`src/rtl/id_ex_reg.sv`:
```
// id_ex_reg: decode-to-execute pipeline register of the 5-stage MIPS core.
// Registers the D-stage operands, immediate, register numbers, PC, instruction
// and Tnew for the E stage. It supports hold, bubble insertion and a
// free-running count of inserted bubbles.
// Optional build macro: ID_EX_HOLD_FWD_EN. When it is defined, operands held
// during a stall are refreshed from the W-stage write port.
module id_ex_reg #(
  parameter logic [31:0] RESET_PC = 32'h00003000
) (
  input  logic        clk,
  input  logic        reset,
  input  logic        hold,
  input  logic        flush,
  input  logic [31:0] d_pc,
  input  logic [31:0] d_instr,
  input  logic [31:0] d_rs_data,
  input  logic [31:0] d_rt_data,
  input  logic [31:0] d_ext,
  input  logic [4:0]  d_rs_addr,
  input  logic [4:0]  d_rt_addr,
  input  logic [4:0]  d_wr_addr,
  input  logic [1:0]  d_tnew,
  input  logic        fwd_we,
  input  logic [4:0]  fwd_addr,
  input  logic [31:0] fwd_data,
  output logic [31:0] e_pc,
  output logic [31:0] e_instr,
  output logic [31:0] e_rs_data,
  output logic [31:0] e_rt_data,
  output logic [31:0] e_ext,
  output logic [4:0]  e_rs_addr,
  output logic [4:0]  e_rt_addr,
  output logic [4:0]  e_wr_addr,
  output logic [1:0]  e_tnew,
  output logic        e_valid,
  output logic [31:0] bubble_cnt
);

`ifdef ID_EX_HOLD_FWD_EN
  // A held instruction picks up W-stage results for its sources. $0 is
  // never refreshed.
  logic fwd_rs_hit;
  logic fwd_rt_hit;
  assign fwd_rs_hit = e_valid && fwd_we && (fwd_addr != 5'd0) && (fwd_addr == e_rs_addr);
  assign fwd_rt_hit = e_valid && fwd_we && (fwd_addr != 5'd0) && (fwd_addr == e_rt_addr);
`else
  // With the feature off, the fwd_* ports are unused.
  logic unused_fwd;
  assign unused_fwd = ^{fwd_we, fwd_addr, fwd_data};
`endif

  // Pipeline fields: the priority is reset, then hold, then flush, then load.
  always_ff @(posedge clk) begin
    if (!reset) begin
      e_pc      <= RESET_PC;
      e_instr   <= '0;
      e_rs_data <= '0;
      e_rt_data <= '0;
      e_ext     <= '0;
      e_rs_addr <= '0;
      e_rt_addr <= '0;
      e_wr_addr <= '0;
      e_tnew    <= '0;
      e_valid   <= 1'b0;
    end else if (hold) begin
`ifdef ID_EX_HOLD_FWD_EN
      if (fwd_rs_hit) e_rs_data <= fwd_data;
      if (fwd_rt_hit) e_rt_data <= fwd_data;
`endif
    end else if (flush) begin
      // A bubble keeps the PC and encodes "sll $0,$0,0" with no destination.
      e_pc      <= d_pc;
      e_instr   <= '0;
      e_rs_data <= '0;
      e_rt_data <= '0;
      e_ext     <= '0;
      e_rs_addr <= '0;
      e_rt_addr <= '0;
      e_wr_addr <= '0;
      e_tnew    <= '0;
      e_valid   <= 1'b0;
    end else begin
      e_pc      <= d_pc;
      e_instr   <= d_instr;
      e_rs_data <= d_rs_data;
      e_rt_data <= d_rt_data;
      e_ext     <= d_ext;
      e_rs_addr <= d_rs_addr;
      e_rt_addr <= d_rt_addr;
      e_wr_addr <= d_wr_addr;
      e_tnew    <= d_tnew;
      e_valid   <= 1'b1;
    end
  end

  // Bubble counter for performance debug. It wraps naturally at 2^32.
  always_ff @(posedge clk) begin
    if (!reset) begin
      bubble_cnt <= '0;
    end else if (!hold && flush) begin
      bubble_cnt <= bubble_cnt + 32'd1;
    end
  end

endmodule

```
`config.mk`:
```
export PLATFORM = sky130hd
export DESIGN_NAME = id_ex_reg
export DESIGN_NICKNAME = d
export VERILOG_FILES = /design/src/rtl/id_ex_reg.sv
export SDC_FILE = /design/constraint.sdc
export NUM_CORES = 1
export LEC_CHECK = 0
export CORE_MARGIN = 4
export CORE_UTILIZATION = 26
export DETAILED_ROUTE_END_ITERATION = 12
export PLACE_DENSITY = 0.69
export RECOVER_POWER = 25
export SLEW_MARGIN = 20
export SYNTH_ARGS = -nofsm -noshare
export SYNTH_HDL_FRONTEND = slang
export SYNTH_SLANG_ARGS = --single-unit
```
`constraint.sdc`:
```
create_clock -name clk -period 4.6 [get_ports clk]
set_input_delay 0.92 -clock clk [delete_from_list [all_inputs] [get_ports clk]]
set_output_delay 0.92 -clock clk [all_outputs]
set_load 0.05 [all_outputs]
```
Word level (Yosys, flattened, before mapping)
Cells that the tools add are included.
{ "totals": {"register_bits": 210, "inputBits": 219, "out_inout_bits": 210, "word_cells": 23} }
{ "op_classes": {"addsub": 1, "mux": 9, "reduce_logical": 2} }
{ "op_table": {"columns": ["op", "n"], "rows": [
  ["two-way mux 32 bit", 4],
  ["adder 32 x 1 -> 32 bit, second input constant", 1],
  ["two-way mux 5 bit", 3],
  ["two-way mux 2 bit", 1],
  ["logical AND 1 bit", 1],
  ["logical NOT 1 bit", 1],
  ["two-way mux 1 bit", 1]
]} }

Depth between registers and ports, before layout
{ "depth": {"ltp_word": 2, "mapped_depth": 6, "ltp_nobuf": 5} }

Worst setup path after synthesis
OpenSTA, ideal clock, no wires.
{ "synth_timing": {"path_type": "input port to flip-flop", "start": "in hold", "end": "reg bubble_cnt[30]", "setup_time_ps": 71, "arrival_time_ps": 2433, "required_ps": 4529, "path_slack_ps": 2097, "path_stages": 5, "path_buffers": 1, "cell_sequence": "nand4b_2 > or4_4 > buf_6 > or4_1 > a21oi_1"} }
{ "synth_via": {"elab_chain_len": 2} }
{ "synth_rtl": {"columns": ["element", "line_no", "text"], "rows": [
  ["from (decl)", "12", "input logic hold,"],
  ["logical NOT 1 bit", "100", "end else if (!hold && flush) begin"],
  ["logical AND 1 bit", "100", null],
  ["to (signal assigned)", "101", "bubble_cnt <= bubble_cnt + 32'd1;"],
  ["to (decl)", "36", "output logic [31:0] bubble_cnt"]
]} }
Every way passes these cells.
A chain may end at the register's enable or synchronous reset.

Final worst setup path
{ "layout_timing": {"start": "in reset", "end": "reg e_ext[11]"} }
{ "layout_lines": {"columns": ["element", "line_no", "text"], "rows": [
  ["from (decl)", "11", "input logic reset,"],
  ["to (signal assigned)", "87", "e_ext <= d_ext;"],
  ["to (decl)", "30", "output logic [31:0] e_ext,"]
]} }
No word-level cell between the ends.

==> report_table.html <==
<table>
<tr><th>Metric</th><th>Value</th></tr>
<tr><th colspan="2">Clock tree</th></tr>
<tr><td>Maximum clock path buffer count</td><td>3</td></tr>
<tr><td>Clock edge transition at the registers on the reported setup and hold paths</td><td>0.05 ns</td></tr>
<tr><td>Number of H-tree levels</td><td>1</td></tr>
<tr><td>Number of buffers added for setup after CTS</td><td>0</td></tr>
<tr><td>Post-CTS Hold Fix Bufs</td><td>0</td></tr>
<tr><td>Cell at the root of the clock tree</td><td>sky130_fd_sc_hd__clkbuf_16</td></tr>
<tr><td>Clock latency on the worst-skew pair</td><td>0.51 ns</td></tr>
<tr><td>Gates resized, CTS repair</td><td>0</td></tr>
<tr><td>Sinks on the clock net</td><td>210</td></tr>
<tr><td>TritonCTS clock tree</td><td>built</td></tr>
<tr><td>Number of buffers created by CTS</td><td>25</td></tr>
<tr><th colspan="2">Logic synthesis</th></tr>
<tr><td>Synthesized flop and latch total</td><td>210</td></tr>
<tr><td>Number of cells produced by synthesis</td><td>771</td></tr>
<tr><td>Fraction of the yosys area taken by sequential cells</td><td>0.566</td></tr>
<tr><td>Post-synthesis instance area</td><td>7430 um2</td></tr>
<tr><td>Avg Inst Size Synth</td><td>9.64 um2</td></tr>
<tr><td>Warnings, synthesis</td><td>0</td></tr>
<tr><td>Distinct cell type count of the synthesized netlist</td><td>34</td></tr>
<tr><td>Net count after synthesis</td><td>991</td></tr>
<tr><th colspan="2">Worst setup path</th></tr>
<tr><td>CP delay by family, top</td><td>buffers and inverters</td></tr>
<tr><td>Kind of start point of the critical path</td><td>input pin</td></tr>
<tr><td>CP endpoint kind</td><td>register</td></tr>
<tr><td>Slowest cell on crit path</td><td>sky130_fd_sc_hd__clkbuf_2</td></tr>
<tr><td>Number of cells on the critical path</td><td>4</td></tr>
<tr><td>Critical Path Fanout Max</td><td>102</td></tr>
<tr><td>Count of buffer and inverter cells on the critical path</td><td>3</td></tr>
<tr><td>Reg2Reg Depth</td><td>4</td></tr>
<tr><td>Start-to-end type of the worst setup path</td><td>in2reg</td></tr>
<tr><td>Cells along the critical path</td><td>dlygate4sd3_1 &gt; inv_6 &gt; clkbuf_2 &gt; nor2_1</td></tr>
<tr><td>Worst endpoint data arrival time</td><td>3.71 ns</td></tr>
<tr><td>Required time of the critical path</td><td>4.92 ns</td></tr>
<tr><td>CP peak stage delay</td><td>1.28 ns</td></tr>
<tr><th colspan="2">Route</th></tr>
<tr><td>Final wirelength</td><td>25.8 mm</td></tr>
<tr><td>Antenna-violating nets left</td><td>0</td></tr>
<tr><td>Detailed Route Iter0 Violations</td><td>395</td></tr>
<tr><td>Detailed-route via count</td><td>7199</td></tr>
<tr><td>Detailed-routing iteration count for the pre-antenna-repair pass</td><td>4</td></tr>
<tr><td>Wire length per cell</td><td>16.9 um</td></tr>
<tr><td>Number of DRC violations after detailed routing</td><td>0</td></tr>
<tr><td>Via-per-instance ratio</td><td>4.71</td></tr>
<tr><th colspan="2">Global route</th></tr>
<tr><td>Total gr overflow</td><td>0</td></tr>
<tr><td>Antenna violations before repair</td><td>1</td></tr>
<tr><td>Pin count of the biggest net entering global routing</td><td>106</td></tr>
<tr><td>GRT Overall Usage</td><td>0.154</td></tr>
<tr><td>Global-route wire length before repair</td><td>39.6 mm</td></tr>
<tr><td>Number of global-route vias before repair</td><td>7163</td></tr>
<tr><th colspan="2">STA</th></tr>
<tr><td>Timing-limited maximum frequency</td><td>295 MHz</td></tr>
<tr><td>Relative slew slack</td><td>-0.0823</td></tr>
<tr><td>Final count of hold timing violations</td><td>0</td></tr>
<tr><td>Hold_ws</td><td>0.480 ns</td></tr>
<tr><td>Number of slew-limit violations in the final report</td><td>76</td></tr>
<tr><td>Min Clock Period, post-route</td><td>3.38 ns</td></tr>
<tr><td>Number of setup violations in the final report</td><td>0</td></tr>
<tr><td>Transition time at the pin with the least slew margin</td><td>1.62 ns</td></tr>
<tr><td>Summed negative setup slack over all endpoints</td><td>0 ns</td></tr>
<tr><td>Setup skew after layout</td><td>0.00588 ns</td></tr>
<tr><td>RSZ-0062 raised after global routing</td><td>false</td></tr>
<tr><td>Final clock period utilization by the worst path</td><td>0.736</td></tr>
<tr><th colspan="2">Power and ir drop</th></tr>
<tr><td>IR drop worst, VDD</td><td>0.273 mV</td></tr>
<tr><td>Leakage power of the design</td><td>4.48 nW</td></tr>
<tr><td>Power density cells</td><td>364 nW/um2</td></tr>
<tr><th colspan="2">Cells and area</th></tr>
<tr><td>Layout overhead on the synthesized area</td><td>67.1%</td></tr>
<tr><td>Most common library cell in the layout ignoring fill and taps</td><td>sky130_fd_sc_hd__clkdlybuf4s50_1</td></tr>
<tr><td>Final Net Count</td><td>1351</td></tr>
<tr><td>Count of placed standard cells in the final layout, fillers left out</td><td>1527</td></tr>
<tr><td>Commonest non-fill, non-tap cells in the layout</td><td>sky130_fd_sc_hd__clkdlybuf4s50_1 (387), sky130_fd_sc_hd__dfxtp_1 (210), sky130_fd_sc_hd__nor2_1 (186)</td></tr>
<tr><td>Share of layout cells above drive strength 1</td><td>0.0383</td></tr>
<tr><th colspan="2">Run</th></tr>
<tr><td>Max-capacitance violation count</td><td>1</td></tr>
<tr><th colspan="2">Hold path</th></tr>
<tr><td>Number of cells on the worst hold path</td><td>2</td></tr>
<tr><td>Worst hold-check path type</td><td>reg2reg</td></tr>
<tr><th colspan="2">Placed design</th></tr>
<tr><td>Port bufs</td><td>390</td></tr>
<tr><td>Final Wtd Congestion</td><td>0.762</td></tr>
<tr><td>Detailed placer's ending HPWL</td><td>17.9 mm</td></tr>
<tr><td>Number of placed instances with taps included</td><td>1482</td></tr>
<tr><th colspan="2">Die</th></tr>
<tr><td>Effective utilization at floorplan</td><td>0.265</td></tr>
<tr><td>Number of placed I/O pins</td><td>429</td></tr>
<tr><td>Die Y-Extent</td><td>177 um</td></tr>
<tr><td>Chip width</td><td>177 um</td></tr>
<tr><td>Row Count</td><td>61</td></tr>
<tr><td>Core box area</td><td>28000 um2</td></tr>
<tr><td>Die area</td><td>31300 um2</td></tr>
<tr><th colspan="2">Run status</th></tr>
<tr><td>Status</td><td>finished, violations left</td></tr>
<tr><td>Violated checks</td><td>capacitance limit, slew limit</td></tr>
</table>
[synthesized netlist by cell type]
cell type,instances,area share
sky130_fd_sc_hd__o41ai_1,2,0.0024
sky130_fd_sc_hd__o21ai_0,4,0.0027
sky130_fd_sc_hd__inv_1,2,0.0010
sky130_fd_sc_hd__inv_2,1,0.00050
sky130_fd_sc_hd__nor2b_1,2,0.0017
sky130_fd_sc_hd__or3_1,4,0.0034
sky130_fd_sc_hd__nand3b_1,1,0.0010
sky130_fd_sc_hd__ha_1,1,0.0017
sky130_fd_sc_hd__nand3_1,10,0.0067
sky130_fd_sc_hd__nor3_1,3,0.0020
sky130_fd_sc_hd__or4_1,16,0.016
sky130_fd_sc_hd__or4b_1,2,0.0027
sky130_fd_sc_hd__o21a_1,2,0.0020
sky130_fd_sc_hd__nand4b_2,1,0.0020
sky130_fd_sc_hd__nand3_2,1,0.0013
sky130_fd_sc_hd__or4_4,1,0.0015
sky130_fd_sc_hd__mux2i_1,33,0.044
sky130_fd_sc_hd__nor3b_1,1,0.0010
sky130_fd_sc_hd__a22oi_1,144,0.15
sky130_fd_sc_hd__nor4_1,4,0.0034
sky130_fd_sc_hd__buf_6,1,0.0015
sky130_fd_sc_hd__nor2_1,187,0.094
sky130_fd_sc_hd__nand2_1,13,0.0066
sky130_fd_sc_hd__a21oi_1,21,0.014
sky130_fd_sc_hd__nand4_1,12,0.010
sky130_fd_sc_hd__xnor2_1,5,0.0059
sky130_fd_sc_hd__and3_1,3,0.0025
sky130_fd_sc_hd__o31ai_1,14,0.014
sky130_fd_sc_hd__and4_1,3,0.0035
sky130_fd_sc_hd__xor2_1,5,0.0059
sky130_fd_sc_hd__dfxtp_1,210,0.57
sky130_fd_sc_hd__clkbuf_1,51,0.026
sky130_fd_sc_hd__buf_1,10,0.0051
sky130_fd_sc_hd__and4b_1,1,0.0013
[metal layers]
metal | global-route usage | part of all wire | up-vias
met4 | 0.0464 | 0.029 | 0
met5 | 0 | 0 | -
met2 | 0.267 | 0.49 | 277
li1 | - | - | 3506
met3 | 0.0564 | 0.093 | 45
met1 | 0.178 | 0.39 | 3371
[report_power, final]
group	internal [W]	total, W	switching (W)
sequential	0.00189	0.00192	0.0000355
combinational	0.000304	0.000714	0.000410
clock	0.00112	0.00188	0.000758
[kinds of logic after synthesis]
| kind of cell | share of synthesized area |
|---|---|
| buf+inv | 0.0338 |
| simple gates | 0.162 |
| fa+ha+maj | 0.00168 |
| xor+xnor | 0.0118 |
| flops | 0.566 |
| mux | 0.0445 |
| compound gates | 0.181 |
[per-stage QoR]
step	cell area [um2]	utilization	setup slack (ns)	power, W
after global placement	11700	0.416	1.37	0.00267
final	12400	0.443	1.22	0.00452
after global routing	12400	0.443	1.01	0.00471
after CTS	12400	0.444	1.76	0.00460
after floorplan	7430	-	2.10	0.00234
after detailed placement	11700	0.416	1.32	0.00268
[area by class of cell]
class,instances,area [um2]
tap,378,473
fill,2712,15600
clock inverter,5,58.8
timing repair buffer,395,3960
clock buffer,39,718
multi-input combinational,496,2980
inverter,3,16.3
sequential,210,4200
antenna,1,2.50
[final timing paths]
kind,start,endpoint,slack (ns)
setup / recovery,reset,e_ext[11]$_SDFFE_PN0N_,1.22
hold reg to reg,e_pc[13]$_SDFFE_PN1N_,e_pc[13]$_SDFFE_PN1N_,0.48
hold / removal,e_pc[13]$_SDFFE_PN1N_,e_pc[13]$_SDFFE_PN1N_,0.48
setup reg to reg,bubble_cnt[8]$_SDFFE_PN0P_,bubble_cnt[25]$_SDFFE_PN0P_,2.35
[flip-flops by register name, indices dropped and copies added, names as in the netlist]
name and flops:
bubble_cnt 32, e_ext 32, e_instr 32, e_pc 32, e_rs_addr 5, e_rs_data 32, e_rt_addr 5, e_rt_data 32
e_tnew 2, e_valid 1, e_wr_addr 5
[worst register-to-register path: cells and delay by family, from the launching register on]
| family | cells | cell delay (ns) |
|---|---|---|
| AO/OA/AOI/OAI | 1 | 0.16 |
| flip-flops | 1 | 0.47 |
| AND/OR/NAND/NOR | 3 | 1.54 |
Note: power is estimated with default switching activity, not from simulation.
